--- config.mk ---
export PLATFORM = sky130hd
export DESIGN_NAME = collision_event_gen_flat
export DESIGN_NICKNAME = d
export VERILOG_FILES = /design/src/rtl/collision_event_gen_if.sv /design/src/rtl/collision_event_gen.sv /design/src/flat_wrapper.sv
export SDC_FILE = /design/constraint.sdc
export NUM_CORES = 1
export LEC_CHECK = 0
export ABC_AREA = 1
export CAP_MARGIN = 20
export CORE_ASPECT_RATIO = 0.7
export CORE_MARGIN = 4
export CORE_UTILIZATION = 55
export DETAILED_ROUTE_END_ITERATION = 12
export GPL_TIMING_DRIVEN = 0
export PLACE_DENSITY = 0.84
export SYNTH_ARGS = -nofsm -noshare
export SYNTH_HDL_FRONTEND = slang
export SYNTH_SLANG_ARGS = --single-unit
--- constraint.sdc ---
create_clock -name i_Clk -period 4.5 [get_ports i_Clk]
set_input_delay 0.9 -clock i_Clk [delete_from_list [all_inputs] [get_ports i_Clk]]
set_output_delay 0.9 -clock i_Clk [all_outputs]
set_load 0.01 [all_outputs]
--- src/rtl/collision_event_gen_if.sv ---
// Frog/car position bus into the collision event generator and the hit/grace
// event outputs back to the game state machine and display path.
interface collision_event_gen_if;
    logic       i_Frame_Tick;
    logic       i_Game_Active;
    logic [9:0] i_Frog_X;
    logic [8:0] i_Frog_Y;
    logic [9:0] i_Car_X_0;
    logic [9:0] i_Car_X_1;
    logic [9:0] i_Car_X_2;
    logic [9:0] i_Car_X_3;
    logic [9:0] i_Car_X_4;
    logic       o_Hit_Pulse;
    logic [2:0] o_Hit_Lane;
    logic       o_Grace_Active;
    logic       o_Blink;

    modport master (
        output i_Frame_Tick, i_Game_Active, i_Frog_X, i_Frog_Y,
        output i_Car_X_0, i_Car_X_1, i_Car_X_2, i_Car_X_3, i_Car_X_4,
        input  o_Hit_Pulse, o_Hit_Lane, o_Grace_Active, o_Blink
    );

    modport slave (
        input  i_Frame_Tick, i_Game_Active, i_Frog_X, i_Frog_Y,
        input  i_Car_X_0, i_Car_X_1, i_Car_X_2, i_Car_X_3, i_Car_X_4,
        output o_Hit_Pulse, o_Hit_Lane, o_Grace_Active, o_Blink
    );
endinterface

--- src/rtl/collision_event_gen.sv ---
// Frog vs. lane-car collision -> one hit pulse, frame-counted grace, re-arm on separation.
// Latency: 2 clocks inputs -> o_Hit_Pulse; no backpressure (event output, never stalls).
// Optional sprite blink during grace when COLLISION_BLINK_EN is defined.
module collision_event_gen #(
    parameter int TILE_SIZE    = 32,
    parameter int C_LINE_1_Y   = 64,
    parameter int C_LINE_2_Y   = 128,
    parameter int C_LINE_3_Y   = 192,
    parameter int C_LINE_4_Y   = 256,
    parameter int C_LINE_5_Y   = 320,
    parameter int GRACE_FRAMES = 60,
    parameter int BLINK_HALF   = 4
) (
    input  logic i_Clk,
    input  logic i_Reset,
    collision_event_gen_if.slave bus
);

    localparam int CNT_W = (GRACE_FRAMES > 0) ? $clog2(GRACE_FRAMES + 1) : 1;
    localparam logic [10:0] TILE = 11'(TILE_SIZE);
    localparam logic [8:0] LANE_Y [5] = '{9'(C_LINE_1_Y), 9'(C_LINE_2_Y), 9'(C_LINE_3_Y),
                                          9'(C_LINE_4_Y), 9'(C_LINE_5_Y)};

    if (TILE_SIZE < 1 || GRACE_FRAMES < 0 || BLINK_HALF < 1) begin : g_param_check
        $error("collision_event_gen: TILE_SIZE/BLINK_HALF must be >= 1, GRACE_FRAMES >= 0");
    end

    typedef enum logic [1:0] {S_IDLE, S_ARMED, S_GRACE, S_WAIT_CLR} state_t;

    logic [9:0]       car_x [5];
    logic [4:0]       overlap_d, r_Overlap;
    logic             r_Any;
    logic [2:0]       lowest_lane;
    state_t           state_q, state_d;
    logic [CNT_W-1:0] cnt_q, cnt_d;
    logic             pulse_q, pulse_d;
    logic [2:0]       lane_q, lane_d;

    assign car_x[0] = bus.i_Car_X_0;
    assign car_x[1] = bus.i_Car_X_1;
    assign car_x[2] = bus.i_Car_X_2;
    assign car_x[3] = bus.i_Car_X_3;
    assign car_x[4] = bus.i_Car_X_4;

    // Sums carried in 11 bits so cars near the right edge cannot wrap to a false miss.
    always_comb begin
        overlap_d = '0;
        for (int k = 0; k < 5; k++) begin
            overlap_d[k] = (bus.i_Frog_Y == LANE_Y[k])
                        && ({1'b0, bus.i_Frog_X} < {1'b0, car_x[k]} + TILE)
                        && ({1'b0, car_x[k]} < {1'b0, bus.i_Frog_X} + TILE);
        end
    end

    always_ff @(posedge i_Clk) begin
        if (i_Reset) r_Overlap <= '0;
        else         r_Overlap <= overlap_d;
    end

    assign r_Any = |r_Overlap;

    always_comb begin
        lowest_lane = 3'd7;
        for (int k = 4; k >= 0; k--) begin
            if (r_Overlap[k]) lowest_lane = 3'(k);
        end
    end

    always_ff @(posedge i_Clk) begin
        if (i_Reset) begin
            state_q <= S_IDLE;
            cnt_q   <= '0;
            pulse_q <= 1'b0;
            lane_q  <= 3'd7;
        end else begin
            state_q <= state_d;
            cnt_q   <= cnt_d;
            pulse_q <= pulse_d;
            lane_q  <= lane_d;
        end
    end

    always_comb begin
        state_d = state_q;
        if (!bus.i_Game_Active) begin
            state_d = S_IDLE;
        end else begin
            case (state_q)
                S_IDLE:     state_d = S_ARMED;
                S_ARMED:    if (r_Any) state_d = (GRACE_FRAMES == 0) ? S_WAIT_CLR : S_GRACE;
                S_GRACE:    if (bus.i_Frame_Tick && cnt_q == CNT_W'(1)) state_d = S_WAIT_CLR;
                S_WAIT_CLR: if (!r_Any) state_d = S_ARMED;
                default:    state_d = S_IDLE;
            endcase
        end
    end

    // Entry into grace loads the full count, so a coincident frame tick is not consumed.
    always_comb begin
        pulse_d = (state_q == S_ARMED) && bus.i_Game_Active && r_Any;
        lane_d  = pulse_d ? lowest_lane : lane_q;
        cnt_d   = cnt_q;
        if (!bus.i_Game_Active)
            cnt_d = '0;
        else if (pulse_d)
            cnt_d = CNT_W'(GRACE_FRAMES);
        else if (state_q == S_GRACE && bus.i_Frame_Tick && cnt_q != '0)
            cnt_d = cnt_q - CNT_W'(1);
    end

    assign bus.o_Hit_Pulse    = pulse_q;
    assign bus.o_Hit_Lane     = lane_q;
    assign bus.o_Grace_Active = (state_q == S_GRACE);

`ifdef COLLISION_BLINK_EN
    localparam int BCNT_W = (BLINK_HALF > 1) ? $clog2(BLINK_HALF) : 1;

    logic [BCNT_W-1:0] bcnt_q;
    logic              blink_q;

    always_ff @(posedge i_Clk) begin
        if (i_Reset || state_d != S_GRACE) begin
            bcnt_q  <= '0;
            blink_q <= 1'b0;
        end else if (state_q != S_GRACE) begin
            bcnt_q  <= '0;
            blink_q <= 1'b1;
        end else if (bus.i_Frame_Tick) begin
            if (bcnt_q == BCNT_W'(BLINK_HALF - 1)) begin
                bcnt_q  <= '0;
                blink_q <= ~blink_q;
            end else begin
                bcnt_q  <= bcnt_q + BCNT_W'(1);
            end
        end
    end

    assign bus.o_Blink = blink_q;
`else
    assign bus.o_Blink = 1'b0;
`endif

endmodule

--- src/flat_wrapper.sv ---
// flat-port wrapper written by rule: the top's interface ports become plain ports
module collision_event_gen_flat 
#(
    parameter int TILE_SIZE    = 32,
    parameter int C_LINE_1_Y   = 64,
    parameter int C_LINE_2_Y   = 128,
    parameter int C_LINE_3_Y   = 192,
    parameter int C_LINE_4_Y   = 256,
    parameter int C_LINE_5_Y   = 320,
    parameter int GRACE_FRAMES = 60,
    parameter int BLINK_HALF   = 4
)
  (i_Clk, i_Reset, bus_i_Frame_Tick, bus_i_Game_Active, bus_i_Frog_X, bus_i_Frog_Y, bus_i_Car_X_0, bus_i_Car_X_1, bus_i_Car_X_2, bus_i_Car_X_3, bus_i_Car_X_4, bus_o_Hit_Pulse, bus_o_Hit_Lane, bus_o_Grace_Active, bus_o_Blink);
  collision_event_gen_if bus_i ();
  input  logic i_Clk;
  input  logic i_Reset;
  input wire logic [$bits(bus_i.i_Frame_Tick)-1:0] bus_i_Frame_Tick;
  input wire logic [$bits(bus_i.i_Game_Active)-1:0] bus_i_Game_Active;
  input wire logic [$bits(bus_i.i_Frog_X)-1:0] bus_i_Frog_X;
  input wire logic [$bits(bus_i.i_Frog_Y)-1:0] bus_i_Frog_Y;
  input wire logic [$bits(bus_i.i_Car_X_0)-1:0] bus_i_Car_X_0;
  input wire logic [$bits(bus_i.i_Car_X_1)-1:0] bus_i_Car_X_1;
  input wire logic [$bits(bus_i.i_Car_X_2)-1:0] bus_i_Car_X_2;
  input wire logic [$bits(bus_i.i_Car_X_3)-1:0] bus_i_Car_X_3;
  input wire logic [$bits(bus_i.i_Car_X_4)-1:0] bus_i_Car_X_4;
  output wire logic [$bits(bus_i.o_Hit_Pulse)-1:0] bus_o_Hit_Pulse;
  output wire logic [$bits(bus_i.o_Hit_Lane)-1:0] bus_o_Hit_Lane;
  output wire logic [$bits(bus_i.o_Grace_Active)-1:0] bus_o_Grace_Active;
  output wire logic [$bits(bus_i.o_Blink)-1:0] bus_o_Blink;
  assign bus_i.i_Frame_Tick = bus_i_Frame_Tick;
  assign bus_i.i_Game_Active = bus_i_Game_Active;
  assign bus_i.i_Frog_X = bus_i_Frog_X;
  assign bus_i.i_Frog_Y = bus_i_Frog_Y;
  assign bus_i.i_Car_X_0 = bus_i_Car_X_0;
  assign bus_i.i_Car_X_1 = bus_i_Car_X_1;
  assign bus_i.i_Car_X_2 = bus_i_Car_X_2;
  assign bus_i.i_Car_X_3 = bus_i_Car_X_3;
  assign bus_i.i_Car_X_4 = bus_i_Car_X_4;
  assign bus_o_Hit_Pulse = bus_i.o_Hit_Pulse;
  assign bus_o_Hit_Lane = bus_i.o_Hit_Lane;
  assign bus_o_Grace_Active = bus_i.o_Grace_Active;
  assign bus_o_Blink = bus_i.o_Blink;
  collision_event_gen #(.TILE_SIZE(TILE_SIZE), .C_LINE_1_Y(C_LINE_1_Y), .C_LINE_2_Y(C_LINE_2_Y), .C_LINE_3_Y(C_LINE_3_Y), .C_LINE_4_Y(C_LINE_4_Y), .C_LINE_5_Y(C_LINE_5_Y), .GRACE_FRAMES(GRACE_FRAMES), .BLINK_HALF(BLINK_HALF)) u_core (.i_Clk(i_Clk), .i_Reset(i_Reset), .bus(bus_i));
endmodule
==> metrics.txt, run 1 <==
H-tree levels 1; row count 23; crit path cell chain clkdlybuf4s50_1 -> ha_1 -> xnor2_1 -> ha_1 -> nand2_1 -> inv_1 -> nand2_1 -> a21oi_1 -> nor2_1; GRT Resource Usage Total 25.6%; CP Capture Type register; Max FO, Critical Path 8; Power per Cell Area 142 mW/mm2; DIE AREA 0.00766 mm2; VDD IR max 0.103 mV; multi-input logic area 0.00278 mm2; worst slew pin tran 633 ps; DRC Markers 0; Core ar. 0.00590 mm2; num ports 79; via count 3,679; first-pass GRT wire length 15,700 um; Worst Clk Skew 8.64 ps; cts-stage hold buffer count 0; WL/cell 13.4 um; postcts setup bufs 0; Final Cycle Share 65.6%; Antenna Cells 0; grt ovf 0; CTS root buf clkbuf_8; #FFs+latches synth 17; DRT Wirelength 9360 um; Area growth syn-to-layout 25.9%; leakage power 2.39 nW; Post-DP HPWL 8130 um; 1st-pass router iterations 5; clk slew on worst S/H paths 70 ps; Critical Path Max Stage Delay 630 ps; # resized after CTS 0; nets 796; Synth Instances 545; most frequent cell after synthesis nand2_1; synthesized net count 715; Critical-path top delay cell clkdlybuf4s50_1; Fin Setup TNS 0 ps; max cap viols 0; CTS Sinks 17; vias in the first global route 3,587; Req. time, crit path 4670 ps; Synth top cells by count nand2_1, ha_1, inv_1; type of the worst setup path in2reg; CTS buffer count 3; yosys warns 0; RePlAce Congestion 0.858; drt initial violations 183; Worst Setup Start Kind primary input; FF/Latch Area 340 um2; Filler cells 469; Slew HR 57.5%; largest net degree at the start of global routing 11; synthesized area per cell 6.36 um2; Max clock buf depth 2; CTS tree built; layout cells sized above 1 2.56%; Final Slew Violations 0; Synth async-reset ratio 0%; post-synth top area cell ha_1; Clk Latency, worst-skew pair 270 ps; Starting Density 58.8%; Layout Utilization 74.0%; Arr. time, crit path 3130 ps; Die Y 74.4 um; final hold violation count 0; achievable frequency 0.339 GHz; Synth cell types 25; Die Width 103 um; Mapped Area 0.00347 mm2; Post-synth EDFFs 0; # port buffers 76; Synth Flop Type dfxtp_1; top cell type's share of synthesized area 35.0%; top cells by area, synth ha_1, nand2_1, dfxtp_1; fin crit period 2950 ps; register area share after synthesis 9.82%; Setup violations, final 0; RSZ-0062 raised after global routing no; status completed; Hold Crit Class reg2reg; Vias/cell 5.26; initial antenna violation count 0; Final ANT Viol Nets 0
-- sequential cells by signal, indices dropped and copies added (netlist names) --
signal / cells
u_core.cnt_q: 6
u_core.r_Overlap: 5
u_core.bus.o_Hit_Lane: 3
u_core.state_q: 2
u_core.bus.o_Hit_Pulse: 1
-- per-stage QoR --
step	setup WS (ps)	cell area, um2	instances	total power, mW	hold slack, ps
5_1_grt	1460	4370	700	0.678	506
3_5_place_dp	1340	4320	696	0.496	460
3_3_place_gp	1420	4320	696	0.477	460
6_report	1550	4370	700	0.620	475
2_1_floorplan	2410	3470	545	0.356	440
4_1_cts	1580	4370	700	0.617	479
-- report_power, final --
| part | switching, mW | leakage (nW) | internal [mW] |
|---|---|---|---|
| Sequential | 0.00165 | 0.137 | 0.152 |
| Clock | 0.0596 | 0.0228 | 0.0631 |
| Combinational | 0.183 | 2.23 | 0.161 |
-- kinds of logic (layout without fill, tap and decap cells) --
family | after synthesis | count (layout) | share of synthesized area (%)
other | 1 | 1 | 0.108
adder cells (fa/ha/maj) | 97 | 97 | 35.0
XOR/XNOR | 19 | 19 | 4.80
flip-flops | 17 | 17 | 9.82
AO/OA/AOI/OAI | 60 | 60 | 9.60
AND/OR/NAND/NOR | 262 | 262 | 30.7
buffers and inverters | 89 | 169 | 10.0
-- layer usage --
layer / global-route usage [%] / vias to the layer above / wire, um
met5: 0 / - / 0
met2: 43.8 / 116 / 4260
met3: 3.75 / 9 / 678
met1: 34.9 / 1653 / 4370
li1: - / 1901 / -
met4: 3.88 / 0 / 58
-- placed cells by master (no fill, tap or decap) --
master / netlist / layout
clkbuf_1: 0 / 1
nor2_2: 2 / 2
a211oi_2: 1 / 1
nand4_1: 3 / 3
ha_1: 97 / 97
nand2_2: 4 / 4
buf_6: 1 / 1
conb_1: 1 / 1
clkdlybuf4s50_1: 0 / 76
nand3_1: 30 / 30
a21o_1: 7 / 7
o31ai_1: 2 / 2
nand3b_1: 3 / 3
inv_1: 85 / 85
nor2_1: 70 / 70
clkbuf_8: 0 / 3
xnor2_1: 7 / 7
buf_4: 1 / 1
buf_2: 1 / 1
o21bai_1: 1 / 1
or2_2: 2 / 2
xor2_1: 12 / 12
inv_2: 1 / 1
a21oi_1: 39 / 39
nor3_1: 3 / 3
o21ai_0: 10 / 10
nand2_1: 145 / 145
dfxtp_1: 17 / 17
-- path summary, 6_finish.rpt --
| path | start | to | slack, ps | cells past startpoint |
|---|---|---|---|---|
| min reg2reg | u_core.bus.o_Hit_Lane[0] | u_core.bus.o_Hit_Lane[0] | 470 | 2 |
| max | bus_i_Frog_X[5] | u_core.r_Overlap[2] | 1550 | 9 |
| min | u_core.bus.o_Hit_Lane[0] | u_core.bus.o_Hit_Lane[0] | 470 | 2 |
| max reg2reg | u_core.cnt_q[0] | u_core.cnt_q[2] | 2970 | 10 |
-- area by class of cell --
cell class                      instances  area share (%)
Inverter                               86            7.39
Buffer                                  3           0.544
Timing Repair Buffer                   76            17.4
Tap cell                               75            2.15
Sequential cell                        17            7.79
Multi-Input combinational cell        439            63.7
Clock buffer                            4            1.03
-- critical path: cells and delay by family --
kind | cells | cell delay, ps
and+or+nand+nor | 3 | 290
buffers and inverters | 2 | 660
xor gates and xnor gates | 1 | 520
AOI/OAI and AO/OA | 1 | 60
adders and majority gates | 2 | 700
Note: power is estimated with default switching activity, not from simulation.
==> run 2: changes to the inputs <==
- CORE_UTILIZATION: 55 -> 52
- PLACE_DENSITY: 0.84 -> 0.8
- clock period: 4.5 -> 3 ns (I/O delays scaled with it)
==> metrics.txt, run 2 (synthesis results as in run 1) <==
CTS root buf clkbuf_8; Clock power frac 19.3% (-0.5 points); CTS Sinks 17 (unchanged); Critical Path Max Stage Delay 740 ps (+110 ps); vias in the first global route 3,438 (-4.2%); Worst Setup Start Kind primary input; Seq pwr share 24.9% (+0.2 points); type of the worst setup path in2reg; Antenna Cells 0 (unchanged); Critical-path top delay cell clkdlybuf4s50_1; Fin Setup TNS 0 ps (unchanged); CTS buffer count 3 (unchanged); WL/cell 12.7 um (-5.2%); Final Slew Violations 0 (unchanged); Critical Path Most Common Cell nand2_1; Final Instance Area 0.00439 mm2 (+0.46%); Max FO, Critical Path 8 (unchanged); cts-stage hold buffer count 0 (unchanged); Slew HR 52.5% (-5.0 points); clk slew on worst S/H paths 70 ps (about the same); placed cell count 712 (+2.3%); status completed; H-tree levels 1 (unchanged); # port buffers 76 (unchanged); Arr. time, crit path 2880 ps (-250 ps); leakage power 2.39 nW (unchanged); RePlAce Congestion 0.872 (+1.6%); 1st-pass router iterations 4 (-1); Gate power share 55.8% (+0.3 points); Die Width 106 um (+2.6%); postcts setup bufs 0 (unchanged); nets 796 (unchanged); Final ANT Viol Nets 0 (unchanged); Req. time, crit path 3170 ps (-1500 ps); first-pass GRT wire length 15,200 um (-3.6%); Worst Path Buf+Inv 2 (unchanged); Setup violations, final 0 (unchanged); Power per Cell Area 210 mW/mm2 (+48%); Finished Layout Cells 716 (+2.3%); switching pwr 0.358 mW (+46%); DRT Wirelength 9070 um (-3.1%); via count 3,644 (-0.95%); row count 24 (+4.3%); fin crit period 2710 ps; achievable frequency 0.369 GHz; crit path cell chain clkdlybuf4s50_1 -> nand3_1 -> xor2_1 -> ha_1 -> nand2_1 -> inv_1 -> nand2_1 -> a21oi_1 -> nor2_1; VDD IR max 0.152 mV (+48%); CP top delay family buffers and inverters; cell internal pwr 0.564 mW (+50%); num ports 79 (unchanged); max cap viols 0 (unchanged); # resized after CTS 0 (unchanged); Vias/cell 5.09 (-3.2%); Starting Density 54.7% (-4.1 points); DRC Markers 0 (unchanged); CP Capture Type register; most common cell after layout, fill and taps aside nand2_1; Area after DPL 0.00434 mm2 (+0.46%); Final Cycle Share 90.2%; Core ar. 0.00634 mm2 (+7.4%); grt ovf 0 (unchanged); most frequent cells in the layout nand2_1, ha_1, inv_1; Largest register FFs 6 (unchanged); switch share 38.8% (-0.61 points); RSZ-0062 raised after global routing no; final hold violation count 0 (unchanged); CTS tree built; DIE AREA 0.00806 mm2 (+5.2%); worst slew pin tran 710 ps (+76.5 ps); largest net degree at the start of global routing 11 (unchanged); Largest Register u_core.cnt_q; Clk Latency, worst-skew pair 260 ps (about the same); layout cells sized above 1 2.56% (unchanged); Filler cells 568 (+21%); Die Y 76.3 um (+2.5%); Hold Crit Class reg2reg; Area growth syn-to-layout 26.5%; GRT Resource Usage Total 22.3% (-3.3 points); initial antenna violation count 0 (unchanged); Max clock buf depth 2 (unchanged); drt initial violations 123 (-33%); Post-DP HPWL 8010 um (-1.4%); Worst Clk Skew 1.81 ps (-6.83 ps)
## run 2: cell counts in the layout (fill, tap and decap cells not counted)
No cell type changed its count.
## run 2: per-stage QoR
step           hold slack (ps)  power [mW]  util [%]  worst slack [ps]
2_1_floorplan              440       0.534         -              1210
3_3_place_gp               451       0.718      68.5               124
3_5_place_dp               460       0.745      68.5              80.2
4_1_cts                    470       0.920      69.2               328
5_1_grt                    489        1.01      69.2               167
6_report                   466       0.922      69.2               293
## run 2: worst register-to-register path: cells and delay by family (launching register included)
kind	cells	cell delay, ps
adder cells (fa/ha/maj)	1	230
AND/OR/NAND/NOR	7	490
flip-flops	1	400
buffers and inverters	2	250
## run 2: power groups by stage
stage               sequential [mW]  clock [mW]  combinational (mW)
floorplan                     0.234           0               0.300
global placement              0.235           0               0.484
detailed placement            0.235           0               0.510
finish                        0.230       0.178               0.515
global route                  0.230       0.191               0.588
CTS                           0.230       0.176               0.514
## run 2: final cells by class
cell class / count / area (um2) / area share (%)
flip-flops and latches: 17 / 340 / 7.76
multi-input cells: 439 / 2780 / 63.4
well taps: 91 / 114 / 2.60
clock buffers: 4 / 45.0 / 1.03
repair buffers: 76 / 761 / 17.3
plain buffers: 3 / 23.8 / 0.542
inverters: 86 / 323 / 7.36
## run 2: worst paths after layout
kind | to | slack [ps] | cells past startpoint | startpoint
worst max register to register | u_core.cnt_q[2] | 1530 | 10 | u_core.cnt_q[0]
worst min register to register | u_core.bus.o_Hit_Lane[0] | 470 | 1 | u_core.r_Overlap[0]
worst min-delay path | u_core.bus.o_Hit_Lane[0] | 470 | 1 | u_core.r_Overlap[0]
worst max-delay path | u_core.r_Overlap[3] | 290 | 9 | bus_i_Frog_X[5]
## run 2: layer usage
metal | vias to the layer above | wire length (um) | GRT usage, %
met4 | 0 | 87 | 2.59
met3 | 10 | 399 | 2.88
met2 | 78 | 3950 | 36.9
met1 | 1663 | 4640 | 31.8
li1 | 1893 | - | -
met5 | - | 0 | 0
